===== src/rtl/pipe_hazard_ctl.sv =====
// Pipeline hazard/sequencing controller: per-register in-flight scoreboard, RAW stall, branch flush, HLT drain.
// Optional build macro WB_BYPASS_EN: a register retiring this cycle counts as ready (write-before-read regfile).
module pipe_hazard_ctl #(
  parameter int NREG         = 8,
  parameter int RW           = 3,
  parameter int CNT_W        = 2,
  parameter int DRAIN_CYCLES = 3
) (
  input  logic            clk,
  input  logic            rst_n,
  input  logic            id_valid,
  input  logic [RW-1:0]   id_rs,
  input  logic            id_rs_use,
  input  logic [RW-1:0]   id_rt,
  input  logic            id_rt_use,
  input  logic            id_regwrite,
  input  logic [RW-1:0]   id_rd,
  input  logic            id_halt,
  input  logic            wb_regwrite,
  input  logic [RW-1:0]   wb_rd,
  input  logic            br_taken,
  output logic            pc_we,
  output logic            ifid_we,
  output logic            ifid_flush,
  output logic            idex_bubble,
  output logic            halted,
  output logic [NREG-1:0] pending
);

  localparam int DW = (DRAIN_CYCLES > 1) ? $clog2(DRAIN_CYCLES) : 1;
  localparam logic [DW-1:0]    DLAST = DW'(DRAIN_CYCLES - 1);
  localparam logic [CNT_W-1:0] CMAX  = '1;

  typedef enum logic [1:0] {RUN, DRAIN, HALT} state_t;

  state_t           state;
  logic [CNT_W-1:0] cnt [NREG];
  logic [DW-1:0]    drain_cnt;
  logic [NREG-1:0]  busy, inc, dec;
  logic             raw, issue, scb_empty;

  always_comb begin
    busy    = '0;
    dec     = '0;
    pending = '0;
    for (int i = 0; i < NREG; i++) begin
      pending[i] = (cnt[i] != '0);
      dec[i]     = wb_regwrite & (wb_rd == RW'(i));
`ifdef WB_BYPASS_EN
      busy[i]    = pending[i] & ~((cnt[i] == CNT_W'(1)) & dec[i]);
`else
      busy[i]    = pending[i];
`endif
    end
  end

  assign raw       = id_valid & ((id_rs_use & busy[id_rs]) | (id_rt_use & busy[id_rt]));
  assign issue     = (state == RUN) & id_valid & ~raw & ~br_taken & ~id_halt;
  assign scb_empty = ~|pending;

  always_comb begin
    inc = '0;
    for (int i = 0; i < NREG; i++)
      inc[i] = issue & id_regwrite & (id_rd == RW'(i));
  end

  // Simultaneous issue and retire on the same register cancel; saturate at both ends.
  always_ff @(posedge clk or negedge rst_n) begin
    if (!rst_n) begin
      for (int i = 0; i < NREG; i++) cnt[i] <= '0;
    end else begin
      for (int i = 0; i < NREG; i++) begin
        if (inc[i] & ~dec[i] & (cnt[i] != CMAX))
          cnt[i] <= cnt[i] + 1'b1;
        else if (dec[i] & ~inc[i] & (cnt[i] != '0))
          cnt[i] <= cnt[i] - 1'b1;
      end
    end
  end

  always_comb begin
    pc_we       = 1'b1;
    ifid_we     = 1'b1;
    ifid_flush  = 1'b0;
    idex_bubble = 1'b0;
    case (state)
      RUN: begin
        if (br_taken) begin
          ifid_flush  = 1'b1;
          idex_bubble = 1'b1;
        end else if (raw | (id_valid & id_halt)) begin
          pc_we       = 1'b0;
          ifid_we     = 1'b0;
          idex_bubble = 1'b1;
        end
      end
      default: begin
        pc_we       = 1'b0;
        ifid_we     = 1'b0;
        idex_bubble = 1'b1;
      end
    endcase
  end

  always_ff @(posedge clk or negedge rst_n) begin
    if (!rst_n) begin
      state     <= RUN;
      drain_cnt <= '0;
      halted    <= 1'b0;
    end else begin
      case (state)
        RUN: begin
          if (id_valid & id_halt & ~br_taken & ~raw) begin
            state     <= DRAIN;
            drain_cnt <= '0;
          end
        end
        DRAIN: begin
          // Hold at the last count until every in-flight write has retired.
          if (drain_cnt == DLAST) begin
            if (scb_empty) begin
              state  <= HALT;
              halted <= 1'b1;
            end
          end else begin
            drain_cnt <= drain_cnt + 1'b1;
          end
        end
        HALT:    halted <= 1'b1;
        default: state  <= RUN;
      endcase
    end
  end

  for (genvar g = 0; g < NREG; g++) begin : g_cnt_chk
    assert property (@(posedge clk) disable iff (!rst_n) !(dec[g] && !inc[g] && cnt[g] == '0));
    assert property (@(posedge clk) disable iff (!rst_n) !(inc[g] && !dec[g] && cnt[g] == CMAX));
  end

endmodule


===== config.mk =====
export PLATFORM = sky130hd
export DESIGN_NAME = pipe_hazard_ctl
export DESIGN_NICKNAME = d
export VERILOG_FILES = /design/src/rtl/pipe_hazard_ctl.sv
export SDC_FILE = /design/constraint.sdc
export NUM_CORES = 1
export LEC_CHECK = 0
export ABC_AREA = 0
export BUFFER_PORTS_ARGS = -buffer_cell sky130_fd_sc_hd__buf_2
export CAP_MARGIN = 20
export CORE_MARGIN = 3
export CORE_UTILIZATION = 55
export CTS_CLUSTER_DIAMETER = 120
export DETAILED_ROUTE_END_ITERATION = 10
export PLACE_DENSITY = 0.79
export SLEW_MARGIN = 0
export SYNTH_ARGS = -nofsm -noshare
export SYNTH_HDL_FRONTEND = slang
export SYNTH_SLANG_ARGS = --single-unit
export TNS_END_PERCENT = 20

===== constraint.sdc =====
create_clock -name clk -period 3.21 [get_ports clk]
set_clock_uncertainty 0.05 [all_clocks]
set_input_delay 0.321 -clock clk [delete_from_list [all_inputs] [get_ports clk]]
set_output_delay 0.321 -clock clk [all_outputs]
set_load 0.1 [all_outputs]

==> reports/metrics.yaml <==
placement:
  port_buffers: 33
  hpwl_mm: 3.36
  gp_congestion: 0.928
  post-place-ws_ns: 0.713
  placedCellCount: 295
logic_synthesis:
  synth_edf_count: 0
  synth_nets: 248
  ys_async_sr_fraction_pct: 100
  synth_cells: 223
  synth_cell_types: 55
  synth.area.top_cells: "dfrtp_1 (28%), o21ai_0 (3.5%), nand2_1 (3.3%)"
  yosysWarnings: 0
  syn_area_per_cell_um2: 8.28
  synth_ff_type: "dfrtp_1"
  yosys.area.top_type: "dfrtp_1"
  synth_top_area_share_pct: 28.5
  synth_area_mm2: 0.00185
  yosysSeqAreaShare_pct: 28.5
  synth-seq-cells: 21
setup_path:
  crit_path_max_incr_delay_ns: 0.47
  crit_type: "flop to output pin"
  crit_arrival_ns: 2.46
  cp_slowest_cell: "dfrtp_1"
  critPathLaunchType: "flop"
  end_kind: "output pin"
  cp_data_required_time_ns: 2.84
  cp_max_fo: 7
  path_cells: "nor4b_1, a311oi_1, a22oi_2, and2_1, nand2b_1, a211o_1, buf_2"
floorplanning:
  initial_core_util_pct: 59.0
  coreArea_mm2: 0.00313
  die_x_um: 63.9
  die_h_um: 63.9
  pin_count: 34
  die_area_mm2: 0.00409
  rows: 20
clock_network:
  cts-root-buf: "clkbuf_4"
  cts.path.max_buffers: 2
  hold_buffers: 1
  htree_levels: 1
  cts_setup_buffers: 0
  cts_tree: "built"
  cts.sinks: 21
  post_cts_resized: 0
  cts_buffers: 3
  clk_latency_ns: 0.31
  clk_pin_slew_ns: 0.12
global_route:
  grt_max_degree: 22
  grt_use_total_pct: 23.6
  grt_pass1_wl_mm: 7.76
  grt.overflow.total: 0
  antenna_found_initial: 0
  grt_pass1_vias: 1687
run:
  cap_violations: 0
sta:
  fmax_mhz: 353
  post-route-period-util_pct: 88.2
  whs_ns: 0.336
  tightest_slew_ns: 0.578
  setup_ws_ns: 0.379
  finalSetupTns_ns: 0
  rsz0062_at_grt: "no"
  report.final.slew_viol_count: 0
  relSlewSlack_pct: 61.2
  finalCriticalPeriod_ns: 2.83
  finalSetupViolations: 0
  hold_viol: 0
cells_and_area:
  fin_util_pct: 66.2
  drive_above_1_share_pct: 22.7
  fillCellCount: 291
  antenna_cells: 0
  final_common_cell: "buf_2"
  final_cells: 300
  nets: 282
  layout_common_cells: "buf_2 (33), dfrtp_1 (21), nand2_1 (16)"
  area_delta_synth_final_pct: 12.1
route:
  drtAntennaViolNets: 0
  dr.pass1.iters: 4
  wirelength_mm: 4.36
  drc: 0
  vias: 1790
  avgRoutedWirePerCell_um: 14.5
  drt_iter0_drc: 147
  viasPerCell: 5.97
outcome:
  status: "completed"
power:
  vdd_drop_max_v: 0.000696
  p_per_area_mw_per_mm2: 577
  p_leak_nw: 0.986
min_path:
  hold_class: "primary input to flop"
## critical path, delay by kind of cell, from the launching register on
kind | cells | cell delay (ns)
AO/OA/AOI/OAI | 3 | 0.61
flip-flops | 1 | 0.47
buffers and inverters | 1 | 0.29
AND/OR/NAND/NOR | 3 | 0.79
## sequential cells by signal (all words and copies together), names as in the netlist
register	cells
halted	1
state	2
drain_cnt	2
cnt	16
## routing by layer
layer / share of wire (%) / global-route usage [%] / vias to the layer above / wire (µm)
met5: 0 / 0 / - / 0
met4: 0.87 / 7.01 / 0 / 38
met3: 5.5 / 4.92 / 5 / 238
met2: 44 / 36.1 / 49 / 1910
met1: 50 / 33.2 / 834 / 2170
li1: - / - / 902 / -
## per-stage QoR
step	instance area [µm²]	power (mW)
4_1_cts	2070	1.20
6_report	2070	1.19
5_1_grt	2070	1.29
3_5_place_dp	2030	1.07
2_1_floorplan	1850	0.954
3_3_place_gp	2030	1.05
## path summary, 6_finish.rpt
| path | startpoint | to | slack (ns) | cells after the start |
|---|---|---|---|---|
| worst min-delay path | id_rd[2] | cnt[15] | 0.34 | 4 |
| worst max-delay path | cnt[4] | idex_bubble | 0.38 | 7 |
| max in group asynchronous | rst_n | cnt[4] | 2.33 | 2 |
| min in group asynchronous | rst_n | cnt[3] | 0.45 | 2 |
| worst min register to register | halted | halted | 0.43 | 1 |
| worst max register to register | state[1] | cnt[4] | 0.87 | 7 |
## cell type report
type                    count  area [µm²]  share of cell area (%)
well taps                  44        55.1                    2.66
clock buffers               3        22.5                    1.09
repair buffers             36         190                    9.19
flip-flops and latches     21         526                    25.4
clock inverters             1        5.00                   0.242
multi-input cells         182        1220                    59.1
inverters                  13        48.8                    2.36
## kinds of logic (layout without fill, tap and decap cells)
family / after synthesis / in the layout / synth area share, %
flip-flops: 21 / 21 / 28.5
multiplexers: 8 / 8 / 4.75
adder cells (fa/ha/maj): 4 / 4 / 2.71
AO/OA/AOI/OAI: 55 / 55 / 20.6
buffers and inverters: 20 / 53 / 5.49
AND/OR/NAND/NOR: 115 / 115 / 38.0
## power breakdown
part           switching [mW]  total (mW)  internal [mW]
registers              0.0620       0.371          0.309
clock network          0.0858       0.132         0.0465
logic                   0.507       0.690          0.183
total                   0.655        1.19          0.539
## synth_stat cells, types with 3 or more instances
library cell and count:
nand2b_1 9, nand2_1 16, dfrtp_1 21, a21o_1 4, buf_2 3, nor3_1 8, nor2b_1 7, a21oi_1 10
o21a_1 3, a31oi_1 4, and2_1 5, ha_1 4, mux2i_1 5, nor4b_1 5, nand4_1 9, nor2_1 13
and3_1 4, nor3b_1 4, nand3_1 9, o21ai_0 13, o21bai_1 3, or2_2 6, nor4_1 5, inv_1 13
Power figures use the tool's default switching activity.
